===== src/rtl/serial_adder.sv =====
// ============================================================================
// Module   : serial_adder
// Purpose  : Bit-serial LSB-first adder built from two half-adder cells per
//            bit plus a registered carry; start/busy/done handshake.
// Revision : 1.0 - initial release
// ============================================================================
`default_nettype none

module serial_adder #(
  parameter int WIDTH = 8
) (
  input  logic             clk,
  input  logic             rst,
  input  logic             start,
  input  logic [WIDTH-1:0] a,
  input  logic [WIDTH-1:0] b,
  output logic             busy,
  output logic             done,
  output logic [WIDTH-1:0] sum,
  output logic             cout
);

  localparam int CW = (WIDTH > 1) ? $clog2(WIDTH) : 1;
  localparam logic [CW-1:0] LAST_BIT = CW'(WIDTH - 1);

  typedef enum logic [1:0] {
    IDLE = 2'd0,
    RUN  = 2'd1,
    DONE = 2'd2
  } state_t;

  state_t           state;
  state_t           state_next;
  logic [WIDTH-1:0] sa;
  logic [WIDTH-1:0] sb;
  logic             carry;
  logic [CW-1:0]    cnt;

  logic             p;
  logic             g;
  logic             s;
  logic             t;
  logic             carry_next;
  logic             last;
  logic [WIDTH-1:0] work_next;

  always_ff @(posedge clk) begin
    if (rst) begin
      state <= IDLE;
    end else begin
      state <= state_next;
    end
  end

  always_comb begin
    state_next = state;
    p          = sa[0] ^ sb[0];
    g          = sa[0] & sb[0];
    s          = p ^ carry;
    t          = p & carry;
    carry_next = g | t;
    last       = (cnt == LAST_BIT);
    busy       = (state == RUN);
    done       = (state == DONE);
    case (state)
      IDLE:    if (start) state_next = RUN;
      RUN:     if (last)  state_next = DONE;
      DONE:    state_next = IDLE;
      default: state_next = IDLE;
    endcase
  end

  // The working register holds only the bits already produced; the bit
  // computed this cycle is appended combinationally to form the full word.
  generate
    if (WIDTH == 1) begin : g_w1
      assign work_next = s;
    end else begin : g_wn
      logic [WIDTH-2:0] acc;
      always_ff @(posedge clk) begin
        if (rst || (state != RUN)) begin
          acc <= '0;
        end else begin
          acc <= work_next[WIDTH-1:1];
        end
      end
      assign work_next = {s, acc};
    end
  endgenerate

  always_ff @(posedge clk) begin
    if (rst) begin
      sa    <= '0;
      sb    <= '0;
      carry <= 1'b0;
      cnt   <= '0;
      sum   <= '0;
      cout  <= 1'b0;
    end else begin
      case (state)
        IDLE: begin
          if (start) begin
            sa    <= a;
            sb    <= b;
            carry <= 1'b0;
            cnt   <= '0;
          end
        end
        RUN: begin
          sa    <= sa >> 1;
          sb    <= sb >> 1;
          carry <= carry_next;
          cnt   <= cnt + CW'(1);
          if (last) begin
            sum  <= work_next;
            cout <= carry_next;
          end
        end
        default: ;
      endcase
    end
  end

endmodule

`default_nettype wire


===== config.mk =====
export PLATFORM = sky130hd
export DESIGN_NAME = serial_adder
export DESIGN_NICKNAME = d
export VERILOG_FILES = /design/src/rtl/serial_adder.sv
export SDC_FILE = /design/constraint.sdc
export NUM_CORES = 1
export LEC_CHECK = 0
export ABC_AREA = 1
export CAP_MARGIN = 20
export CORE_ASPECT_RATIO = 1.1
export CORE_MARGIN = 4
export CORE_UTILIZATION = 35
export CTS_BUF_LIST = sky130_fd_sc_hd__clkbuf_4 sky130_fd_sc_hd__clkbuf_8 sky130_fd_sc_hd__clkbuf_16
export CTS_CLUSTER_SIZE = 30
export DETAILED_ROUTE_END_ITERATION = 12
export DONT_BUFFER_PORTS = 1
export HOLD_SLACK_MARGIN = 0.02
export SLEW_MARGIN = 20
export SYNTH_ARGS = -nofsm -noshare
export SYNTH_HDL_FRONTEND = slang
export SYNTH_SLANG_ARGS = --single-unit

===== constraint.sdc =====
create_clock -name clk -period 1.4 [get_ports clk]
set_input_delay 0.07 -clock clk [delete_from_list [all_inputs] [get_ports clk]]
set_output_delay 0.07 -clock clk [all_outputs]
set_load 0.01 [all_outputs]

==> reports/qor.yml <==
grt_pass1_vias: 1339
synth_ff_type: "dfxtp_1"
die_w_um: 73.99
synth.area.top_cells: "dfxtp_1 (45%), nand2_1 (18%), nand3_1 (11%)"
r2r_start: "cnt[0]"
slowest_delay_ps: 440
ys_ff_latch: 38
dp.cells: 282
critPathCaptureType: "output port"
cts_tree: "built"
reg2reg_depth: 6
power_density_mw_per_mm2: 1266
cp_num_cells: 3
gr-total-overflow: 0
synth-seq-area-share: 0.4537
die_area_mm2: 0.005963
stdcell_count: 307
syn_nets: 252
vias: 1434
cts_setup_buffers: 0
ant_nets: 0
max_cap_violations: 0
wirelength_um: 3376
via_per_inst: 4.671
grt_antenna_before_repair: 0
start_kind: "flip-flop"
tns_ps: 0
setup.worst_path.start: "state[0]"
avgRoutedWirePerCell_um: 11.00
cts_buffers: 5
crit_end: "busy"
synth_common_cells: "nand2_1 (79), dfxtp_1 (38), nand3_1 (38)"
ys_types: 17
route.detailed.drc: 0
drt_iter0_markers: 33
final.setup_skew_ps: 6.948
htree_num_levels: 2
worst_pin_slew_ps: 451.8
hold_class: "in -> reg"
worstSkewPairLatency_ps: 290
relSlewSlack: 0.6983
nNetsFinal: 272
setup_viol: 0
cpMaxStageDelayCell: "dfxtp_2"
critPathRequiredTime_ps: 1330
initial_utilization: 0.3604
syn_inst: 230
hold_viol_final: 0
area_growth_pct: 20.97
cts_buffer_depth: 2
ys_async_sr_fraction: 0
crit_family: "flip-flops"
r2r_slack_ps: 160
crit_type: "reg -> out"
synth.largest_area_cell: "dfxtp_1"
ir_drop_uv: 794.1
die_h_um: 80.59
synth_most_common_cell: "nand2_1"
syn_avg_cell_area_um2: 7.290
drv_slew: 0
core_area_mm2: 0.004652
final_layout_size_suffix_gt1_frac: 0.09562
grt_usage: 0.1291
insertedDiodeCount: 0
p_leak_nw: 1.007
status: "finished, final reports clean"
grt_first_pass_wirelength_um: 5975
path_cells: "inv_1 -> nor2_4 -> buf_4"
timing.fmax_mhz: 801.8
critical_path.reg2reg.endpoint: "sum[7]"
clock-sinks: 38
dr.pass1.iters: 4
critPathBufInv: 2
critPathArrivalTime_ps: 1180
dp_hpwl_um: 2241
grt_max_degree: 27
path_max_fanout: 6
rows: 26
period_needed_ps: 1247
synth_top_area_frac: 0.4537
yosys_warnings: 0
cts_root_buf: "clkbuf_8"
io_pins: 30
post-route-util: 0.4360
fin_crit_sh: 0.8908
place_congestion: 0.7286
port_buffers: 0
clk_pin_slew_ps: 80
rsz0062_at_grt: "no"
fillers: 489
synth_edf_count: 0
synth_area_mm2: 0.001677
-- repair_timing --
item                       in CTS  in global routing
setup endpoints to repair       0                  1
gates resized for setup         0                  1
hold endpoints to repair       17                  0
hold buffers                   17                  0
-- registers in the layout, summed over array words and instances (netlist names) --
register  flops
carry         1
cnt           3
cout          1
g_wn.acc      7
sa            8
sb            8
state         2
sum           8
-- layout make-up --
class	instances	area, µm²	share of cell area
Timing Repair Buffer	24	235.2	0.1160
Clock inverter	3	68.82	0.03393
Tap cell	56	70.07	0.03455
Clock buffer	5	68.82	0.03393
Multi-Input combinational cell	161	745.7	0.3677
Inverter	20	77.57	0.03825
Sequential cell	38	762.0	0.3757
-- power by group --
part | switching [mW] | internal [mW] | total, mW
Sequential | 0.0357 | 1.13 | 1.17
Clock | 0.412 | 0.714 | 1.13
Combinational | 0.154 | 0.122 | 0.276
-- tightest hold or removal path: cells and delay by family --
kind | cells | cell delay, ps
AND/OR/NAND/NOR | 4 | 230
-- through the flow --
step           cell area [µm²]  setup slack [ps]  total power [mW]  hold slack, ps
5_1_grt                   2028             31.81             2.697           77.76
3_3_place_gp              1719             159.9             1.425           144.9
2_1_floorplan             1677             234.1             1.381           142.4
4_1_cts                   2027            0.2033             2.596           37.88
3_5_place_dp              1719             156.1             1.428           151.5
6_report                  2028             152.9             2.568           40.52
-- cells in the final DEF, fill, tap and decap left out, drive strengths merged --
| master | n |
|---|---|
| clkbuf | 5 |
| ha | 2 |
| o22ai | 1 |
| dlygate4sd3 | 17 |
| inv | 20 |
| fa | 1 |
| nand3 | 39 |
| o21ai | 2 |
| nor2 | 35 |
| dfxtp | 38 |
| clkinv | 1 |
| bufinv | 2 |
| buf | 7 |
| nand2 | 81 |
-- worst min path at each step --
stage	startpoint	to	slack, ps	cells past startpoint
after floorplan	rst	state[1]	140	1
after global placement	rst	state[1]	140	1
after detailed placement	rst	state[1]	150	1
after CTS	a[6]	sa[6]	40	4
after global routing	start	sa[6]	80	4
final	a[6]	sa[6]	40	4
-- logic make-up (layout without fill, tap and decap cells) --
group,after synthesis,count (layout),synth area share
compound gates,3,3,0.01642
fa+ha+maj,3,3,0.02686
simple gates,155,155,0.4015
flops,38,38,0.4537
buf+inv,31,52,0.1015
-- routing by layer --
| metal | part of all wire | global-route usage |
|---|---|---|
| met5 | 0 | 0 |
| met1 | 0.45 | 0.1495 |
| met4 | 0.011 | 0.04891 |
| met2 | 0.47 | 0.2128 |
| met3 | 0.063 | 0.04881 |
Note: power is estimated with default switching activity, not from simulation.
